==> src/rtl/basic_ndro_sync_pkg.sv <==
// Shared constants and types for the synchronous NDRO cell model.
// Event indices address the per-input detector vector in basic_ndro_sync.
package basic_ndro_pkg;

  localparam int EV_SET   = 0;
  localparam int EV_RESET = 1;
  localparam int EV_RD    = 2;
  localparam int N_EV     = 3;

  localparam int SYNC_STAGES_DEF = 2;
  localparam int MIN_GAP_DEF     = 2;

  typedef logic [7:0] viol_cnt_t;

  function automatic viol_cnt_t sat_inc8(input viol_cnt_t v);
    return (v == 8'hFF) ? v : v + 8'd1;
  endfunction

endpackage

==> src/rtl/basic_ndro_sync_toggle_event_detect.sv <==
// Synchronizer chain plus previous-value flop for one toggle-encoded input.
// ev is a one-cycle strobe for every transition seen at the end of the chain.
module toggle_event_detect #(
  parameter int SYNC_STAGES = 2
) (
  input  logic clk,
  input  logic rst_n,
  input  logic din,
  output logic ev
);

  logic [SYNC_STAGES-1:0] sync_q;
  logic                   prev_q;

  // prev resets to 0, so an input already high at reset release yields one event
  always_ff @(posedge clk or negedge rst_n) begin
    if (!rst_n) begin
      sync_q <= '0;
      prev_q <= 1'b0;
    end else begin
      sync_q[0] <= din;
      for (int i = 1; i < SYNC_STAGES; i++) begin
        sync_q[i] <= sync_q[i-1];
      end
      prev_q <= sync_q[SYNC_STAGES-1];
    end
  end

  assign ev = sync_q[SYNC_STAGES-1] ^ prev_q;

endmodule

==> src/rtl/basic_ndro_sync.sv <==
// Synchronous RSFQ non-destructive-readout cell: set/reset store a bit, rd toggles out when it is 1.
// Optional read-timing checker (err, viol_cnt) built when NDRO_TIMING_CHECK_EN is defined.
module basic_ndro_sync
  import basic_ndro_pkg::*;
#(
  parameter int SYNC_STAGES = SYNC_STAGES_DEF,
  parameter int RESET_WINS  = 1,
  parameter int MIN_GAP     = MIN_GAP_DEF
) (
  input  logic      clk,
  input  logic      rst_n,
  input  logic      set,
  input  logic      reset,
  input  logic      rd,
  output logic      out,
  output logic      state_o,
  output logic      err
`ifdef NDRO_TIMING_CHECK_EN
  ,output viol_cnt_t viol_cnt
`endif
);

  if (SYNC_STAGES < 1 || SYNC_STAGES > 4 || MIN_GAP < 1) begin : g_bad_param
    $error("basic_ndro_sync: SYNC_STAGES must be 1..4 and MIN_GAP >= 1");
  end

  logic [N_EV-1:0] din;
  logic [N_EV-1:0] ev;

  assign din[EV_SET]   = set;
  assign din[EV_RESET] = reset;
  assign din[EV_RD]    = rd;

  for (genvar g = 0; g < N_EV; g++) begin : g_det
    toggle_event_detect #(
      .SYNC_STAGES(SYNC_STAGES)
    ) u_det (
      .clk  (clk),
      .rst_n(rst_n),
      .din  (din[g]),
      .ev   (ev[g])
    );
  end

  logic state_q, state_nxt;
  logic out_q, out_nxt;

  // read-before-write: out toggles from the state held before this cycle's set/reset
  always_comb begin
    state_nxt = state_q;
    out_nxt   = out_q ^ (ev[EV_RD] & state_q);
    if (ev[EV_SET] && ev[EV_RESET]) begin
      state_nxt = (RESET_WINS != 0) ? 1'b0 : 1'b1;
    end else if (ev[EV_SET]) begin
      state_nxt = 1'b1;
    end else if (ev[EV_RESET]) begin
      state_nxt = 1'b0;
    end
  end

  always_ff @(posedge clk or negedge rst_n) begin
    if (!rst_n) begin
      state_q <= 1'b0;
      out_q   <= 1'b0;
    end else begin
      state_q <= state_nxt;
      out_q   <= out_nxt;
    end
  end

  assign out     = out_q;
  assign state_o = state_q;

`ifdef NDRO_TIMING_CHECK_EN
  localparam int CW = (MIN_GAP < 1) ? 1 : $clog2(MIN_GAP + 1);

  logic [CW-1:0] gap_q;
  logic          sr_ev;
  logic          viol;
  logic          err_q;
  viol_cnt_t     viol_cnt_q;

  assign sr_ev = ev[EV_SET] | ev[EV_RESET];
  assign viol  = ev[EV_RD] & (sr_ev | (gap_q < CW'(MIN_GAP)));

  // gap_q = cycles elapsed since the last set/reset detection (reset counts as one), saturating
  always_ff @(posedge clk or negedge rst_n) begin
    if (!rst_n) begin
      gap_q      <= '0;
      err_q      <= 1'b0;
      viol_cnt_q <= '0;
    end else begin
      if (sr_ev) begin
        gap_q <= CW'(1);
      end else if (gap_q < CW'(MIN_GAP)) begin
        gap_q <= gap_q + CW'(1);
      end
      if (viol) begin
        err_q      <= 1'b1;
        viol_cnt_q <= sat_inc8(viol_cnt_q);
      end
    end
  end

  assign err      = err_q;
  assign viol_cnt = viol_cnt_q;
`else
  assign err = 1'b0;
`endif

endmodule

==> config.mk <==
export PLATFORM = sky130hd
export DESIGN_NAME = basic_ndro_sync
export DESIGN_NICKNAME = d
export VERILOG_FILES = /design/src/rtl/basic_ndro_sync_pkg.sv /design/src/rtl/basic_ndro_sync_toggle_event_detect.sv /design/src/rtl/basic_ndro_sync.sv
export SDC_FILE = /design/constraint.sdc
export NUM_CORES = 1
export LEC_CHECK = 0
export CAP_MARGIN = 5
export CORE_AREA = 2 2 39 41
export CTS_CLUSTER_SIZE = 24
export DETAILED_ROUTE_END_ITERATION = 8
export DIE_AREA = 0 0 41 43
export PLACE_DENSITY = 0.52
export SYNTH_ARGS = -nofsm -noshare
export SYNTH_HDL_FRONTEND = slang
export SYNTH_SLANG_ARGS = --single-unit
==> constraint.sdc <==
create_clock -name clk -period 2.6 [get_ports clk]
set_clock_uncertainty 0.15 [all_clocks]
set_input_delay 0.26 -clock clk [delete_from_list [all_inputs] [get_ports clk]]
set_output_delay 0.26 -clock clk [all_outputs]
set_load 0.1 [all_outputs]
==> flow_metrics.py, run 1 <==
metrics = {
    "cts": {
        "cts_setup_buffers": 0,
        "clock_latency_ns": 0.26,
        "numCtsBuffers": 3,
        "cts_sinks": 11,
        "hold_buffers": 0,
        "root_buffer": "clkbuf_4",
        "cts_tree": "yes",
        "cts_resized": 0,
        "cts-htree-levels": 1,
        "clk_pin_slew_worst_paths_ns": 0.06,
        "clockBufferDepth": 2,
    },
    "timing": {
        "fmax_mhz": 757,
        "post-route-period-util_pct": 50.8,
        "rsz0062_at_grt": "no",
        "hold_viol": 0,
        "holdWs_ns": 0.167,
        "slew_viol_final": 0,
        "period_needed_ns": 1.32,
        "setup_slack_ns": 1.28,
        "setup_viol": 0,
        "tns_ns": 0,
    },
    "die": {
        "dieArea_um2": 1760,
        "coreArea_um2": 1380,
        "die-height_um": 43,
        "die_w_um": 41,
        "start_util_pct": 24.1,
        "rows": 14,
        "io_pins": 8,
    },
    "logic_synthesis": {
        "synth_area_um2": 333,
        "yosys_warnings": 0,
        "synth_nets": 25,
        "synth_cell_type_count": 7,
        "ys_seq_area_share_pct": 82.7,
        "syn_inst": 20,
        "synth_area_per_cell_um2": 16.6,
        "ys_ff_latch": 11,
    },
    "grt": {
        "grt_pass1_vias": 162,
        "grt_max_degree": 12,
        "antenna_found_initial": 0,
        "grt_use_total_pct": 6.44,
        "grt_pass1_wl_um": 676,
        "grt-ovfl-total": 0,
    },
    "power": {
        "max-vdd-ir-drop_mv": 0.278,
        "p_total_mw": 0.427,
        "cellPowerDensity_nw_per_um2": 1000,
        "leakage_nw": 0.194,
    },
    "worst_setup_path": {
        "r2r_start": "g_det[2].u_det.sync_q[1]",
        "crit_buf_inv": 1,
        "reg2regPathDepth": 3,
        "r2r_slack_ns": 1.62,
        "cp.arrival_ns": 0.91,
        "critical_path_class": "reg -> out",
        "crit_family": "flip-flops",
        "slowest_stage": "dfrtp_1",
        "crit_required_ns": 2.19,
        "critPathCaptureType": "primary output",
        "crit_fanout": 3,
        "max_stage_delay_ns": 0.36,
        "r2r-end": "out",
        "path_cells": "buf_4",
        "crit_path_start_kind": "register",
    },
    "route": {
        "viasPerCell": 3.58,
        "drc": 0,
        "drtIter0Drc": 1,
        "ant_nets": 0,
        "wl_per_cell_um": 7.84,
        "drt_wl_total_um": 353,
        "drtPass1Iterations": 2,
        "num_vias": 161,
    },
    "cells_and_area": {
        "n_antenna_cell": 0,
        "layout-drive-gt1-share_pct": 17.2,
        "ff_latch_area_um2": 275,
        "final_nets": 35,
        "multi_input_area_um2": 50.0,
        "area_growth_pct": 28.2,
        "design_area_um2": 427,
        "fill_cells": 150,
        "instances_no_fill": 45,
        "final_core_util_pct": 30.8,
    },
    "hold_path": {
        "min_path_type": "in -> async",
    },
    "place": {
        "dpl.cell_count": 41,
        "place_area_um2": 400,
        "portBuffers": 6,
        "place_ws_ns": 1.50,
        "place_congestion": 0.577,
    },
    "flow_run": {
        "drv_cap": 0,
    },
    "run_status": {
        "status": "complete, no violations",
    },
}
==> kinds of logic after synthesis <==
group | count (synthesis) | synth area share [%]
DFF | 11 | 82.7
xor gates and xnor gates | 4 | 10.5
and+or+nand+nor | 3 | 3.38
buffers and inverters | 1 | 2.26
other | 1 | 1.13
==> Yosys cell counts <==
cell,count,area (um2)
dfrtp_1,11,275
buf_4,1,7.51
xnor2_1,1,8.76
nor2_1,2,7.51
nand2_1,1,3.75
conb_1,1,3.75
xor2_1,3,26.3
==> per-layer routing <==
metal,global-route usage (%),vias to the layer above,wire [um]
met2,6.88,7,168
met4,6.00,0,0
met1,7.85,78,152
li1,-,76,-
met5,0,-,0
met3,4.71,0,32
==> how the worst max path moves through the flow <==
stage               cells past startpoint                  endpoint  slack, ns     from
finish                                  1                   state_o       1.28  state_o
global route                            1                   state_o       1.23  state_o
floorplan                               2                       out       1.08  state_o
CTS                                     1                   state_o       1.26  state_o
global placement                        1  g_det[2].u_det.sync_q[0]       1.52    rst_n
detailed placement                      1  g_det[0].u_det.sync_q[0]       1.50    rst_n
==> final cells by class <==
| class | instances | area share (%) |
|---|---|---|
| Sequential cell | 11 | 64.5 |
| Tap cell | 16 | 4.69 |
| Timing Repair Buffer | 6 | 12.9 |
| Multi-Input combinational cell | 8 | 11.7 |
| Clock buffer | 4 | 6.16 |
==> layout by cell type, fill, tap and decap left out, drive strengths merged <==
| cell | synthesis | layout |
|---|---|---|
| dfrtp | 11 | 11 |
| clkdlybuf4s50 | 0 | 4 |
| clkbuf | 0 | 4 |
| xor2 | 3 | 3 |
| nor2 | 2 | 2 |
| buf | 1 | 2 |
| nand2 | 1 | 1 |
| xnor2 | 1 | 1 |
| conb | 1 | 1 |
==> flip-flops by register name, indices dropped and copies added (netlist names) <==
name                flops
g_det.u_det.sync_q      6
state_o                 1
g_det.u_det.prev_q      3
out                     1
==> report_power, final <==
group / total, mW / internal, mW / switching [mW]
sequential: 0.198 / 0.188 / 0.00942
clock: 0.108 / 0.0592 / 0.0491
combinational: 0.121 / 0.0267 / 0.0943
Power figures use the tool's default switching activity.
==> inputs of run 2 (changes only) <==
- PLACE_DENSITY: 0.52 -> 0.54
- clock period: 2.6 -> 1.1 ns (I/O delays scaled with it)
==> flow_metrics.py, run 2 (synthesized netlist as in run 1, its figures left out) <==
metrics = {
    "run_status": {
        "status": "finished, violations left",
        "violations": "negative setup slack",
    },
    "hold_path": {
        "min_path_type": "in -> reg",
        "min_from": "set",
        "hold_depth": 1,
        "whs_endpoint": "g_det[0].u_det.sync_q[0]",
    },
    "cts": {
        "cts-htree-levels": 1,
        "root_buffer": "clkbuf_4",
        "numCtsBuffers": 3,
        "cts_sinks": 11,
        "cts_tree": "yes",
        "clock_latency_ns": 0.25,
        "clockBufferDepth": 2,
        "clk_pin_slew_worst_paths_ns": 0.07,
    },
    "die": {
        "die-height_um": 43,
        "die_w_um": 41,
        "rows": 14,
        "io_pins": 8,
        "dieArea_um2": 1760,
        "start_util_pct": 24.1,
        "coreArea_um2": 1380,
    },
    "place": {
        "place_ws_ns": 0.0545,
        "portBuffers": 6,
        "dp_hpwl_um": 315,
        "place_congestion": 0.579,
        "place_area_um2": 440,
    },
    "cells_and_area": {
        "fill_cells": 146,
        "design_area_um2": 499,
        "layout-drive-gt1-share_pct": 36.4,
        "area_growth_pct": 50.0,
        "layout_commonest_cell": "dfrtp_1",
        "largest_register_ff_count": 6,
        "final_cell_mix": "dfrtp_1 (9), clkdlybuf4s50_1 (4), xor2_1 (3), clkbuf_4 (3), buf_4 (3)",
        "top_regs": "g_det.u_det.sync_q: 6 flops, g_det.u_det.prev_q: 3 flops",
        "final_nets": 39,
        "n_antenna_cell": 0,
        "largest-register": "g_det.u_det.sync_q",
    },
    "timing": {
        "tns_ns": -0.0897,
        "fmax_mhz": 850,
        "holdWs_ns": 0.139,
        "setup_slack_ns": -0.0761,
        "period_needed_ns": 1.18,
        "slew_viol_final": 0,
        "rsz0062_at_grt": "yes",
        "hold_viol": 0,
        "setup_viol": 2,
        "post-route-period-util_pct": 107,
    },
    "worst_setup_path": {
        "r2r-end": "out",
        "r2r_slack_ns": 0.04,
        "max_stage_delay_ns": 0.49,
        "cp_num_cells": 1,
        "slowest_stage": "dfrtp_4",
        "crit_fanout": 2,
        "path_cells": "buf_12",
        "crit_required_ns": 0.84,
        "reg2regPathDepth": 3,
        "crit_family": "flip-flops",
        "cp.arrival_ns": 0.92,
        "critical_path_class": "reg -> out",
        "crit_buf_inv": 1,
        "crit_path_start_kind": "register",
        "r2r_start": "g_det[2].u_det.prev_q",
        "critPathCaptureType": "primary output",
    },
    "grt": {
        "grt-ovfl-total": 0,
        "grt_pass1_wl_um": 752,
        "grt_use_total_pct": 6.67,
        "grt_pass1_vias": 218,
        "antenna_found_initial": 0,
        "grt_max_degree": 12,
    },
    "power": {
        "max-vdd-ir-drop_mv": 0.678,
        "leakage_nw": 0.226,
        "cellPowerDensity_nw_per_um2": 2330,
    },
    "route": {
        "drtPass1Iterations": 1,
        "ant_nets": 0,
        "viasPerCell": 3.80,
        "drc": 0,
        "num_vias": 186,
        "drtIter0Drc": 0,
        "wl_per_cell_um": 8.90,
        "drt_wl_total_um": 436,
    },
    "flow_run": {
        "drv_cap": 0,
    },
}
run 2: worst max-delay path by stage:
stage / start / end / slack [ns]
floorplan: state_o / out / 0.008
global placement: g_det[2].u_det.prev_q / out / 0.1
detailed placement: g_det[2].u_det.prev_q / out / 0.05
CTS: state_o / state_o / -0.09
global route: state_o / state_o / -0.11
finish: state_o / state_o / -0.08
run 2: area by class of cell:
class	count	area (um2)	share of cell area [%]
Clock buffer	4	26.3	5.26
Multi-Input combinational cell	8	60.1	12.0
Timing Repair Buffer	10	113	22.6
Tap cell	16	20.0	4.01
Sequential cell	11	280	56.1
run 2: timing repair:
item / in CTS / in global routing
setup endpoints to repair: 2 / 3
resized for setup: 0 / 1
hold buffers: 1 / 0
pin swaps: 0 / 0
endpoints found under the hold margin: 11 / 0
buffers inserted: 2 / 0
run 2: metrics by stage:
step / cells / power (mW) / util [%]
after floorplan: 20 / 0.708 / -
after global routing: 49 / 1.23 / 36.1
after CTS: 49 / 1.16 / 35.5
after detailed placement: 42 / 0.858 / 31.8
final: 49 / 1.16 / 36.1
after global placement: 42 / 0.850 / 31.8
run 2: metal layers:
metal	GRT usage, %	up-vias	part of all wire (%)
met5	0	-	0
met4	6.00	0	0
met3	1.57	0	6.9
met2	10.9	7	58
met1	6.23	96	36
li1	-	83	-
run 2: where the power goes:
part / leakage, nW / internal, mW / switching [mW]
clock network: 0.0150 / 0.140 / 0.118
registers: 0.127 / 0.453 / 0.0345
logic: 0.0840 / 0.172 / 0.247
total: 0.226 / 0.764 / 0.400
run 2: worst reg2reg max path: stages (launching register included):
cell	delay (ns)
dfrtp_1	0.37
xor2_1	0.20
nand2_2	0.09
xnor2_2	0.13
==> inputs of run 3 (changes only) <==
- CTS_CLUSTER_DIAMETER: not set -> 100
- GPL_TIMING_DRIVEN: not set -> 0
==> flow_metrics.py, run 3 (synthesized netlist as in run 1, its figures left out) <==
metrics = {
    "run_status": {
        "status": "finished, violations left",
        "violations": "negative setup slack",
    },
    "power": {
        "cellPowerDensity_nw_per_um2": 2360,
        "leakage_nw": 0.216,
        "max-vdd-ir-drop_mv": 0.701,
    },
    "worst_setup_path": {
        "path_cells": "buf_12",
        "slowest_stage": "dfrtp_4",
        "cp.arrival_ns": 0.92,
        "crit_required_ns": 0.84,
        "crit_fanout": 2,
        "critical_path_class": "reg -> out",
        "crit_buf_inv": 1,
        "crit_family": "flip-flops",
        "critPathCaptureType": "primary output",
        "crit_path_start_kind": "register",
        "max_stage_delay_ns": 0.49,
    },
    "route": {
        "viasPerCell": 3.65,
        "drc": 0,
        "ant_nets": 0,
        "drtIter0Drc": 1,
        "num_vias": 175,
        "wl_per_cell_um": 8.58,
        "drt_wl_total_um": 412,
        "drtPass1Iterations": 2,
    },
    "grt": {
        "antenna_found_initial": 0,
        "grt_pass1_vias": 177,
        "grt_pass1_wl_um": 676,
        "grt_max_degree": 12,
        "grt_use_total_pct": 6.54,
        "grt-ovfl-total": 0,
    },
    "flow_run": {
        "drv_cap": 0,
    },
    "die": {
        "coreArea_um2": 1380,
        "dieArea_um2": 1760,
        "die_w_um": 41,
        "rows": 14,
        "start_util_pct": 24.1,
        "die-height_um": 43,
        "io_pins": 8,
    },
    "place": {
        "place_area_um2": 420,
        "dp_hpwl_um": 287,
        "place_congestion": 0.565,
        "place_ws_ns": -0.695,
        "portBuffers": 6,
    },
    "timing": {
        "slew_viol_final": 0,
        "period_needed_ns": 1.18,
        "hold_viol": 0,
        "post-route-period-util_pct": 107,
        "setup_viol": 2,
        "fmax_mhz": 848,
        "rsz0062_at_grt": "yes",
        "setup_slack_ns": -0.0796,
    },
    "cells_and_area": {
        "layout-drive-gt1-share_pct": 34.4,
        "final_cell_mix": "dfrtp_1 (9), clkdlybuf4s50_1 (4), xor2_1 (3), buf_4 (3), clkbuf_4 (3)",
        "layout_commonest_cell": "dfrtp_1",
        "final_nets": 38,
        "design_area_um2": 482,
        "area_growth_pct": 44.7,
        "n_antenna_cell": 0,
        "largest-register": "g_det.u_det.sync_q",
        "largest_register_ff_count": 6,
        "top_regs": "g_det.u_det.sync_q: 6 flops, g_det.u_det.prev_q: 3 flops",
    },
    "cts": {
        "clockBufferDepth": 2,
        "clk_pin_slew_worst_paths_ns": 0.06,
        "numCtsBuffers": 3,
        "cts-htree-levels": 1,
        "clock_latency_ns": 0.26,
        "root_buffer": "clkbuf_4",
        "cts_tree": "yes",
        "cts_sinks": 11,
    },
    "hold_path": {
        "min_path_type": "in -> async",
    },
}
run 3: changes by cell type in the layout (fill, tap and decap cells not counted), sizes merged:
cell / change
dlygate4sd3: -1
run 3: power by group:
group	switching [mW]	leakage, nW	internal [mW]
combinational	0.237	0.0741	0.156
sequential	0.0315	0.127	0.452
clock	0.120	0.0150	0.140
total	0.389	0.216	0.748
run 3: worst paths after layout:
kind                                                from                  endpoint  slack, ns  cells after the start
worst min-delay path                               rst_n     g_det[2].u_det.prev_q       0.02                      1
min in group clk                                     set  g_det[0].u_det.sync_q[0]       0.14                      1
worst max register to register                   state_o                   state_o       0.07                      3
max in group asynchronous                          rst_n                   state_o       0.42                      1
worst max-delay path                             state_o                   state_o      -0.08                      1
worst min register to register  g_det[0].u_det.sync_q[0]  g_det[0].u_det.sync_q[1]       0.20                      0
run 3: repair_timing:
action,in CTS,in global routing
setup endpoints to repair,2,2
hold buffers,0,0
setup buffers,2,0
gates resized for setup,18,0
run 3: metrics by stage:
step                      setup TNS, ns  total power [mW]  hold slack [ns]  cells  util, %
after floorplan                       0             0.708           -0.336     20        -
after global placement            -1.32             0.782            0.184     42     30.4
after detailed placement          -1.33             0.787            0.186     42     30.4
after CTS                        -0.121              1.16           0.0328     48     34.8
after global routing             -0.148              1.19           0.0547     48     34.8
final                           -0.0886              1.14           0.0216     48     34.8
run 3: area by class of cell:
cell class                      instances  area [um2]
Tap cell                               16        20.0
Fill cell                             137         902
Sequential cell                        11         280
Clock buffer                            4        26.3
Timing Repair Buffer                    8        95.1
Multi-Input combinational cell          8        52.6
Buffer                                  1        7.51
run 3: per-layer routing:
layer	GRT usage, %	part of all wire (%)
met3	4.71	7.5
met1	6.46	41
met2	8.44	51
met5	0	0
met4	6.00	0
